===== src/rtl/ex_commit_ctrl_if.sv =====
// ex_commit_ctrl_if
//   Groups the WB-stage exception sources, the CSR-side values and the
//   controller's commit/flush/redirect outputs into one bundle.
// Modports:
//   master : WB stage / CSR file side. Drives ws_*, has_int and csr_*.
//            Receives the commit, flush, redirect and stall outputs.
//   slave  : the ex_commit_ctrl sequencer (the opposite directions).
interface ex_commit_ctrl_if;
    // WB stage
    logic        ws_valid;
    logic [31:0] ws_pc;
    logic [31:0] ws_vaddr;
    logic        ws_ex_adef;
    logic        ws_ex_ine;
    logic        ws_ex_sys;
    logic        ws_ex_brk;
    logic        ws_ex_ale;
    logic        ws_ertn;
    logic        ws_stall;
    // CSR file
    logic        has_int;
    logic [31:0] csr_eentry;
    logic [31:0] csr_era;
    logic        wb_ex;
    logic [5:0]  wb_ecode;
    logic [8:0]  wb_esubcode;
    logic [31:0] wb_pc;
    logic [31:0] wb_vaddr;
    logic        ertn_flush;
    // Pipeline control
    logic        flush_o;
    logic        redirect_valid;
    logic [31:0] redirect_pc;
    logic [31:0] ex_count;

    modport master (
        output ws_valid, ws_pc, ws_vaddr, ws_ex_adef, ws_ex_ine, ws_ex_sys, ws_ex_brk,
               ws_ex_ale, ws_ertn, has_int, csr_eentry, csr_era,
        input  ws_stall, wb_ex, wb_ecode, wb_esubcode, wb_pc, wb_vaddr, ertn_flush,
               flush_o, redirect_valid, redirect_pc, ex_count
    );

    modport slave (
        input  ws_valid, ws_pc, ws_vaddr, ws_ex_adef, ws_ex_ine, ws_ex_sys, ws_ex_brk,
               ws_ex_ale, ws_ertn, has_int, csr_eentry, csr_era,
        output ws_stall, wb_ex, wb_ecode, wb_esubcode, wb_pc, wb_vaddr, ertn_flush,
               flush_o, redirect_valid, redirect_pc, ex_count
    );
endinterface


===== src/rtl/ex_commit_ctrl.sv =====
// ex_commit_ctrl
//   Exception / ERTN commit sequencer between the WB stage and the CSR file.
//   Picks the highest-priority exception source (interrupt first), pulses the
//   CSR commit inputs for one cycle, holds flush_o for FLUSH_CYCLES cycles and
//   then issues one fetch redirect to EENTRY (exception) or ERA (ERTN).
//   WB is stalled for the whole sequence.
// Parameters:
//   FLUSH_CYCLES : cycles flush_o stays high, 1..15.
// Ports:
//   clk   : clock
//   reset : synchronous, active-high reset
//   bus   : ex_commit_ctrl_if.slave (WB inputs, CSR values, commit/flush/redirect outputs)
// Build option:
//   EX_COMMIT_CNT_EN : when defined, ex_count counts committed exceptions
//                      (saturating); otherwise ex_count is tied to 0.
module ex_commit_ctrl #(
    parameter int unsigned FLUSH_CYCLES = 2
) (
    input logic             clk,
    input logic             reset,
    ex_commit_ctrl_if.slave bus
);

    typedef enum logic [2:0] {StIdle, StExc, StErt, StFlush, StRedir} state_e;

    localparam logic [3:0] FlushLoad = 4'(FLUSH_CYCLES - 1);

    state_e      state_q, state_d;
    logic [3:0]  cnt_q, cnt_d;
    logic        sel_era_q, sel_era_d;
    logic [5:0]  ecode_q, ecode_d;
    logic [8:0]  esub_q, esub_d;
    logic [31:0] pc_q, pc_d;
    logic [31:0] vaddr_q, vaddr_d;

    logic        stall;
    logic        trigger;
    logic        has_exc;
    logic [5:0]  exc_code;

    assign stall   = (state_q != StIdle);
    assign trigger = bus.ws_valid && !stall;
    assign has_exc = bus.has_int | bus.ws_ex_adef | bus.ws_ex_ine | bus.ws_ex_sys |
                     bus.ws_ex_brk | bus.ws_ex_ale;

    // Fixed priority, interrupt highest.
    always_comb begin
        exc_code = 6'h00;
        if (bus.has_int)         exc_code = 6'h00;
        else if (bus.ws_ex_adef) exc_code = 6'h08;
        else if (bus.ws_ex_ine)  exc_code = 6'h0D;
        else if (bus.ws_ex_sys)  exc_code = 6'h0B;
        else if (bus.ws_ex_brk)  exc_code = 6'h0C;
        else if (bus.ws_ex_ale)  exc_code = 6'h09;
    end

    always_comb begin
        state_d   = state_q;
        cnt_d     = cnt_q;
        sel_era_d = sel_era_q;
        ecode_d   = ecode_q;
        esub_d    = esub_q;
        pc_d      = pc_q;
        vaddr_d   = vaddr_q;
        unique case (state_q)
            StIdle: begin
                if (trigger) begin
                    // An exception in the same cycle as ERTN wins.
                    if (has_exc) begin
                        ecode_d = exc_code;
                        esub_d  = 9'd0;
                        pc_d    = bus.ws_pc;
                        vaddr_d = bus.ws_vaddr;
                        state_d = StExc;
                    end else if (bus.ws_ertn) begin
                        state_d = StErt;
                    end
                end
            end
            StExc: begin
                cnt_d     = FlushLoad;
                sel_era_d = 1'b0;
                state_d   = StFlush;
            end
            StErt: begin
                cnt_d     = FlushLoad;
                sel_era_d = 1'b1;
                state_d   = StFlush;
            end
            StFlush: begin
                if (cnt_q == 4'd0) begin
                    state_d = StRedir;
                end else begin
                    cnt_d = cnt_q - 4'd1;
                end
            end
            StRedir: state_d = StIdle;
            default: state_d = StIdle;
        endcase
    end

    always_ff @(posedge clk) begin
        if (reset) begin
            state_q   <= StIdle;
            cnt_q     <= 4'd0;
            sel_era_q <= 1'b0;
            ecode_q   <= 6'd0;
            esub_q    <= 9'd0;
            pc_q      <= 32'd0;
            vaddr_q   <= 32'd0;
        end else begin
            state_q   <= state_d;
            cnt_q     <= cnt_d;
            sel_era_q <= sel_era_d;
            ecode_q   <= ecode_d;
            esub_q    <= esub_d;
            pc_q      <= pc_d;
            vaddr_q   <= vaddr_d;
        end
    end

    assign bus.ws_stall       = stall;
    assign bus.wb_ex          = (state_q == StExc);
    assign bus.ertn_flush     = (state_q == StErt);
    assign bus.flush_o        = (state_q == StFlush);
    assign bus.redirect_valid = (state_q == StRedir);
    // Read live in REDIR so CSR writes caused by the commit pulse are seen.
    assign bus.redirect_pc    = (state_q == StRedir) ? (sel_era_q ? bus.csr_era : bus.csr_eentry)
                                                     : 32'd0;
    // Held between exceptions; the CSR file qualifies them with wb_ex.
    assign bus.wb_ecode       = ecode_q;
    assign bus.wb_esubcode    = esub_q;
    assign bus.wb_pc          = pc_q;
    assign bus.wb_vaddr       = vaddr_q;

`ifdef EX_COMMIT_CNT_EN
    logic [31:0] ex_count_q;

    always_ff @(posedge clk) begin
        if (reset) begin
            ex_count_q <= 32'd0;
        end else if (state_q == StExc && ex_count_q != 32'hFFFF_FFFF) begin
            ex_count_q <= ex_count_q + 32'd1;
        end
    end

    assign bus.ex_count = ex_count_q;
`else
    assign bus.ex_count = 32'd0;
`endif

endmodule


===== src/flat_wrapper.sv =====
// flat-port wrapper written by rule: the top's interface ports become plain ports
module ex_commit_ctrl_flat 
#(
    parameter int unsigned FLUSH_CYCLES = 2
)
  (clk, reset, bus_ws_valid, bus_ws_pc, bus_ws_vaddr, bus_ws_ex_adef, bus_ws_ex_ine, bus_ws_ex_sys, bus_ws_ex_brk, bus_ws_ex_ale, bus_ws_ertn, bus_has_int, bus_csr_eentry, bus_csr_era, bus_ws_stall, bus_wb_ex, bus_wb_ecode, bus_wb_esubcode, bus_wb_pc, bus_wb_vaddr, bus_ertn_flush, bus_flush_o, bus_redirect_valid, bus_redirect_pc, bus_ex_count);
  ex_commit_ctrl_if bus_i ();
  input logic clk;
  input logic reset;
  input wire logic [$bits(bus_i.ws_valid)-1:0] bus_ws_valid;
  input wire logic [$bits(bus_i.ws_pc)-1:0] bus_ws_pc;
  input wire logic [$bits(bus_i.ws_vaddr)-1:0] bus_ws_vaddr;
  input wire logic [$bits(bus_i.ws_ex_adef)-1:0] bus_ws_ex_adef;
  input wire logic [$bits(bus_i.ws_ex_ine)-1:0] bus_ws_ex_ine;
  input wire logic [$bits(bus_i.ws_ex_sys)-1:0] bus_ws_ex_sys;
  input wire logic [$bits(bus_i.ws_ex_brk)-1:0] bus_ws_ex_brk;
  input wire logic [$bits(bus_i.ws_ex_ale)-1:0] bus_ws_ex_ale;
  input wire logic [$bits(bus_i.ws_ertn)-1:0] bus_ws_ertn;
  input wire logic [$bits(bus_i.has_int)-1:0] bus_has_int;
  input wire logic [$bits(bus_i.csr_eentry)-1:0] bus_csr_eentry;
  input wire logic [$bits(bus_i.csr_era)-1:0] bus_csr_era;
  output wire logic [$bits(bus_i.ws_stall)-1:0] bus_ws_stall;
  output wire logic [$bits(bus_i.wb_ex)-1:0] bus_wb_ex;
  output wire logic [$bits(bus_i.wb_ecode)-1:0] bus_wb_ecode;
  output wire logic [$bits(bus_i.wb_esubcode)-1:0] bus_wb_esubcode;
  output wire logic [$bits(bus_i.wb_pc)-1:0] bus_wb_pc;
  output wire logic [$bits(bus_i.wb_vaddr)-1:0] bus_wb_vaddr;
  output wire logic [$bits(bus_i.ertn_flush)-1:0] bus_ertn_flush;
  output wire logic [$bits(bus_i.flush_o)-1:0] bus_flush_o;
  output wire logic [$bits(bus_i.redirect_valid)-1:0] bus_redirect_valid;
  output wire logic [$bits(bus_i.redirect_pc)-1:0] bus_redirect_pc;
  output wire logic [$bits(bus_i.ex_count)-1:0] bus_ex_count;
  assign bus_i.ws_valid = bus_ws_valid;
  assign bus_i.ws_pc = bus_ws_pc;
  assign bus_i.ws_vaddr = bus_ws_vaddr;
  assign bus_i.ws_ex_adef = bus_ws_ex_adef;
  assign bus_i.ws_ex_ine = bus_ws_ex_ine;
  assign bus_i.ws_ex_sys = bus_ws_ex_sys;
  assign bus_i.ws_ex_brk = bus_ws_ex_brk;
  assign bus_i.ws_ex_ale = bus_ws_ex_ale;
  assign bus_i.ws_ertn = bus_ws_ertn;
  assign bus_i.has_int = bus_has_int;
  assign bus_i.csr_eentry = bus_csr_eentry;
  assign bus_i.csr_era = bus_csr_era;
  assign bus_ws_stall = bus_i.ws_stall;
  assign bus_wb_ex = bus_i.wb_ex;
  assign bus_wb_ecode = bus_i.wb_ecode;
  assign bus_wb_esubcode = bus_i.wb_esubcode;
  assign bus_wb_pc = bus_i.wb_pc;
  assign bus_wb_vaddr = bus_i.wb_vaddr;
  assign bus_ertn_flush = bus_i.ertn_flush;
  assign bus_flush_o = bus_i.flush_o;
  assign bus_redirect_valid = bus_i.redirect_valid;
  assign bus_redirect_pc = bus_i.redirect_pc;
  assign bus_ex_count = bus_i.ex_count;
  ex_commit_ctrl #(.FLUSH_CYCLES(FLUSH_CYCLES)) u_core (.clk(clk), .reset(reset), .bus(bus_i));
endmodule

===== config.mk =====
export PLATFORM = sky130hd
export DESIGN_NAME = ex_commit_ctrl_flat
export DESIGN_NICKNAME = d
export VERILOG_FILES = /design/src/rtl/ex_commit_ctrl_if.sv /design/src/rtl/ex_commit_ctrl.sv /design/src/flat_wrapper.sv
export SDC_FILE = /design/constraint.sdc
export NUM_CORES = 1
export LEC_CHECK = 0
export ABC_AREA = 0
export CAP_MARGIN = 20
export CORE_ASPECT_RATIO = 1.5
export CORE_MARGIN = 1.5
export CORE_UTILIZATION = 25
export DETAILED_ROUTE_END_ITERATION = 8
export PLACE_DENSITY = 0.65
export SLEW_MARGIN = 25
export SYNTH_ARGS = -nofsm -noshare
export SYNTH_HDL_FRONTEND = slang
export SYNTH_SLANG_ARGS = --single-unit

===== constraint.sdc =====
create_clock -name clk -period 2.2 [get_ports clk]
set_input_delay 0.55 -clock clk [delete_from_list [all_inputs] [get_ports clk]]
set_output_delay 0.55 -clock clk [all_outputs]
set_load 0.03 [all_outputs]

==> results.cfg, run 1 <==
[status]
status = finished, final reports clean

[sta]
fmax_mhz = 478
fin_crit_ns = 2.09
setup_viol_count_final = 0
maxSlewViolCount = 0
tightestPinTransition_ns = 0.557
setup_tns_ns = 0
clock_skew_ns = 0.00472
rsz0062_at_grt = no
fin_ws_ns = 0.109
fin_crit_sh_pct = 95.0
max_slew_margin_pct = 62.9
hold_viol = 0

[cells_and_area]
fin_nets = 854
layout-drive-gt1-share_pct = 10.7
n_fill_cell = 1738
area_delta_synth_final_pct = 64.6
finalNonFillerCells = 932
diodes = 0

[logic_synthesis]
netlist_instances = 471
synthAdderAreaFrac_pct = 0.572
ys_seq_area_share_pct = 34.8
synth_compound_area_share_pct = 3.69
synth-async-reset-ratio_pct = 0
syn_avg_cell_area_sq_um = 9.28
muxShareOfSynthArea_pct = 22.2
synth-simple-area-share_pct = 25.3
synth_area_sq_um = 4370
synth_seq_cells = 76
synthXorXnorAreaFrac_pct = 0.200
synth_cell_types = 38
yosys_warnings = 0
yosys_most_used_dff = dfxtp_1
synth_top_family_by_area = simple AND/OR/NAND/NOR gates
synth_edf_count = 0

[placement]
dp_slack_ns = -0.0202
gp_congestion = 0.723
port_buffers = 242
dp_hpwl_mm = 9.88
placed_cells = 916

[die]
core-area_sq_um = 17200
start_util_pct = 25.4
die_w_um = 111
num_rows = 59
pin_count = 286
die_area_sq_um = 18300
fp.dieH_um = 165

[route]
drc_errors = 0
drt-vias-per-instance = 4.16
firstDrtPassIters = 4
vias = 3880
drt_wl_total_mm = 12.6
postRouteAntennaNets = 0
drt_iter0_drc = 126
drt-wirelength-per-cell_um = 13.5

[global_routing]
grt_start_max_net_pins = 61
antenna_found_initial = 0
grt_pass1_vias = 3767
grtUsageTotal_pct = 13.4
grt-ovfl-total = 0
grt_pass1_wl_mm = 19.4

[min_path]
hold_path_depth = 2
min_path_type = reg2reg

[worst_setup_path]
path_max_fanout = 32
ff2ff_path_depth = 6
required_ns = 1.65
cp-end-kind = output pin
cp.arrival_ns = 1.54
start_kind = flop
path_class = reg2out

[clock_tree]
cts_inserted_buffers = 9
cts_hold_buf = 0
cts_tree = yes
clk_pin_slew_worst_paths_ns = 0.06
clock-sinks = 76
ctsHtreeMaxLevel = 3
cts-root-buf = clkbuf_16
worstSkewPairLatency_ns = 0.33
clk_path_buf_depth = 2

[power]
p_leak_nw = 2.86
power_mw = 5.04
ir_drop_mv = 0.378
p_per_area_nw_per_um2 = 700

[flow_run]
drv_cap = 0
==> what timing repair did <==
action | in CTS | in global routing
buffers inserted | 0 | 0
setup endpoints to repair | 6 | 1
resized for setup | 6 | 2
==> cells in the final DEF (no fill, tap or decap), types with 2 or more instances in the layout <==
cell / count
ha_1: 2
dfxtp_1: 74
inv_1: 9
a21oi_1: 6
conb_1: 43
dfxtp_2: 2
o21ai_0: 4
or3_1: 2
dlygate4sd2_1: 5
or4_1: 3
bufinv_16: 3
clkbuf_16: 9
mux2i_1: 97
nand2b_1: 132
o31ai_1: 2
nor2_1: 37
buf_12: 7
nor2b_1: 3
clkdlybuf4s50_1: 204
buf_4: 47
o32ai_1: 2
nand2_1: 3
==> cells by family (layout without fill, tap and decap cells) <==
| family | after synthesis | after routing |
|---|---|---|
| compound gates | 22 | 22 |
| mux | 97 | 97 |
| other cells | 1 | 43 |
| xor+xnor | 1 | 1 |
| fa+ha+maj | 2 | 2 |
| simple gates | 188 | 188 |
| flops | 76 | 76 |
| buf+inv | 84 | 290 |
==> layout make-up <==
| type | instances | area (sq um) | area share [%] |
|---|---|---|---|
| Clock buffer | 10 | 229 | 3.18 |
| Clock inverter | 6 | 111 | 1.55 |
| Timing Repair Buffer | 265 | 2590 | 36.1 |
| Multi-Input combinational cell | 353 | 2430 | 33.8 |
| Tap cell | 213 | 267 | 3.70 |
| Inverter | 9 | 33.8 | 0.470 |
| Sequential cell | 76 | 1520 | 21.2 |
==> report_power, final <==
part | internal (mW) | total [mW] | switching [mW]
clock | 1.11 | 1.71 | 0.596
combinational | 0.839 | 1.71 | 0.876
sequential | 1.53 | 1.61 | 0.0883
total | 3.48 | 5.04 | 1.56
==> stage by stage <==
step | hold WS (ns) | utilization [%] | instance area, sq um
6_report | 0.469 | 41.8 | 7190
5_1_grt | 0.493 | 41.8 | 7190
4_1_cts | 0.472 | 41.8 | 7190
3_5_place_dp | 0.462 | 39.8 | 6850
3_3_place_gp | 0.456 | 39.8 | 6850
2_1_floorplan | 0.465 | - | 4530
==> path summary, 6_finish.rpt <==
path	startpoint	end	slack, ns
setup / recovery	u_core.state_q[0]$_SDFFE_PP0P_	bus_redirect_pc[10]	0.11
hold reg to reg	u_core.bus.wb_vaddr[30]$_SDFFE_PP0P_	u_core.bus.wb_vaddr[30]$_SDFFE_PP0P_	0.47
setup reg to reg	u_core.state_q[0]$_SDFFE_PP0P_	u_core.bus.wb_vaddr[29]$_SDFFE_PP0P_	0.52
hold / removal	u_core.bus.wb_vaddr[30]$_SDFFE_PP0P_	u_core.bus.wb_vaddr[30]$_SDFFE_PP0P_	0.47
==> registers in the layout (all words and copies together) (netlist names) <==
signal	count
u_core.bus.wb_vaddr	32
u_core.cnt_q	4
u_core.state_q	3
u_core.bus.wb_pc	32
u_core.sel_era_q	1
u_core.bus.wb_ecode	4
==> per-layer routing <==
metal / track usage (%) / share of wire, % / routed length [um] / up-vias
li1: - / - / - / 1939
met1: 14.2 / 38 / 4750 / 1716
met2: 24.0 / 50 / 6310 / 208
met3: 5.10 / 10 / 1310 / 17
met4: 5.01 / 2.0 / 250 / 0
met5: 0 / 0 / 0 / -
==> cells in the mapped netlist (2+ instances only) <==
master / number / share of area, %
o21ai_0: 4 / 0.46
mux2i_1: 97 / 22
clkbuf_1: 18 / 1.5
buf_4: 46 / 7.9
ha_1: 2 / 0.57
a21oi_1: 6 / 0.69
buf_2: 3 / 0.34
nor2b_1: 3 / 0.43
or3_1: 2 / 0.29
inv_1: 9 / 0.77
o32ai_1: 2 / 0.40
nand2b_1: 132 / 19
buf_1: 2 / 0.17
nand2_1: 3 / 0.26
nor2_1: 38 / 3.3
o31ai_1: 2 / 0.34
or4_1: 3 / 0.52
buf_12: 4 / 1.8
dfxtp_1: 76 / 35
==> worst max-delay path: stages (launching register included) <==
cell	delay, ns
dfxtp_1	0.36
nor2_1	0.16
nand2_1	0.11
buf_6	0.20
nor2_1	0.17
buf_4	0.18
No activity file was read; power rests on OpenSTA's default activity.
==> run 2: changes to the inputs <==
PLACE_DENSITY = 0.55   (was 0.65)
==> run 2 against run 1 <==
  * Worst hold slack improved by 0.0015 ns
  * Die area did not move
  * Core utilization fell by 0.095 points
  * Clock skew rose by 0.0021 ns
==> results.cfg, run 2 (same netlist as run 1, synthesis figures left out) <==
[cells_and_area]
layout-drive-gt1-share_pct = 10.8
final_common_cell = clkdlybuf4s50_1
layout_common_cells = clkdlybuf4s50_1 (204), nand2b_1 (132), mux2i_1 (97)
postLayoutCoreUtil_pct = 41.7
diodes = 0
fin_nets = 854
area_delta_synth_final_pct = 64.2

[global_routing]
grt_pass1_vias = 3861
grt-ovfl-total = 0
grt_pass1_wl_mm = 19.8
antenna_found_initial = 1
grt_start_max_net_pins = 79
grtUsageTotal_pct = 13.7

[route]
drt-wirelength-per-cell_um = 14.1
firstDrtPassIters = 4
drt_wl_total_mm = 13.1
postRouteAntennaNets = 0
drt-vias-per-instance = 4.18
vias = 3894
drt_iter0_drc = 92
drc_errors = 0

[placement]
gp_congestion = 0.742
port_buffers = 242
dp_hpwl_mm = 10.5

[die]
fp.dieH_um = 165
core-area_sq_um = 17200
start_util_pct = 25.4
die_area_sq_um = 18300
num_rows = 59
die_w_um = 111
pin_count = 286

[worst_setup_path]
start_kind = flop
path_class = reg2out
cp.arrival_ns = 1.53
path_max_fanout = 32
required_ns = 1.65
path_cells = nor2_2, nand2_1, buf_8, nor2_1, buf_4
cp_slowest_cell = dfxtp_1
cp-end-kind = output pin
slowest_delay_ns = 0.38

[status]
status = finished, final reports clean

[sta]
setup_tns_ns = 0
fmax_mhz = 480
hold_viol = 0
fin_crit_sh_pct = 94.7
rsz0062_at_grt = no
clock_skew_ns = 0.00680
maxSlewViolCount = 0
setup_viol_count_final = 0
hold_slack_ns = 0.471
fin_crit_ns = 2.08

[flow_run]
drv_cap = 0

[clock_tree]
clock-sinks = 76
cts_inserted_buffers = 9
cts-root-buf = clkbuf_16
clk_path_buf_depth = 2
cts_hold_buf = 0
cts_tree = yes
clk_pin_slew_worst_paths_ns = 0.06
ctsHtreeMaxLevel = 3
cts_setup_buffers = 0
worstSkewPairLatency_ns = 0.33

[power]
p_per_area_nw_per_um2 = 658
p_leak_nw = 2.83
ir_drop_mv = 0.289

[min_path]
min_path_type = reg2reg
run 2: cell types whose count changed in the layout (fill, tap and decap cells not counted), moves of 2 or more:
| cell | change |
|---|---|
| bufinv_16 | -3 |
| buf_12 | +4 |
| clkinvlp_4 | +2 |
| buf_4 | -3 |
run 2: what timing repair did:
action                     4_1_cts  5_1_grt
setup endpoints to repair        6       22
gates resized for setup          6        3
pin swaps                        0        0
run 2: worst paths after layout:
check,from,endpoint,slack [ns],cells past startpoint
setup / recovery,u_core.state_q[0]$_SDFFE_PP0P_,bus_redirect_pc[1],0.12,5
setup reg to reg,u_core.state_q[1]$_SDFFE_PP0P_,u_core.cnt_q[3]$_SDFFE_PP0P_,0.45,4
hold / removal,u_core.bus.wb_pc[27]$_SDFFE_PP0P_,u_core.bus.wb_pc[27]$_SDFFE_PP0P_,0.47,2
hold reg to reg,u_core.bus.wb_pc[27]$_SDFFE_PP0P_,u_core.bus.wb_pc[27]$_SDFFE_PP0P_,0.47,2
run 2: power by group:
part / total, mW / leakage, nW / switching [mW] / internal [mW]
combinational: 1.74 / 2.09 / 0.875 / 0.867
sequential: 1.62 / 0.623 / 0.0986 / 1.53
clock: 1.36 / 0.122 / 0.593 / 0.767
run 2: through the flow:
| step | setup slack (ns) | total power, mW | cells | cell area (sq um) |
|---|---|---|---|---|
| floorplan | 0.324 | 2.73 | 513 | 4530 |
| global placement | -0.0146 | 3.39 | 916 | 6900 |
| detailed placement | -0.0303 | 3.42 | 916 | 6900 |
| CTS | 0.0500 | 4.81 | 932 | 7170 |
| global route | 0.0300 | 4.95 | 932 | 7180 |
| finish | 0.117 | 4.73 | 932 | 7180 |
run 2: metal layers:
metal | up-vias | wire [um] | track usage (%) | part of all wire, %
met4 | 2 | 136 | 4.20 | 1.0
met5 | - | 8 | 0 | 0.061
met2 | 198 | 7180 | 27.1 | 55
met1 | 1736 | 4490 | 12.9 | 34
li1 | 1947 | - | - | -
met3 | 11 | 1310 | 5.36 | 10
run 2: worst max-delay path: cells and delay by family (launching register included):
family | cells | cell delay [ns]
simple gates | 3 | 0.44
flops | 1 | 0.38
buf+inv | 2 | 0.38
run 2: final cells by class:
type / instances / area (sq um)
clock buffers: 11 / 233
fillers: 1730 / 10000
multi-input cells: 353 / 2440
flip-flops and latches: 76 / 1520
inverters: 9 / 33.8
well taps: 213 / 267
clock inverters: 5 / 36.3
repair buffers: 265 / 2650
==> run 3: changes to the inputs <==
TNS_END_PERCENT = 5   (was default)
==> results of run 3 <==
No change in the layout: final DEF, timing and power equal those of run 2.
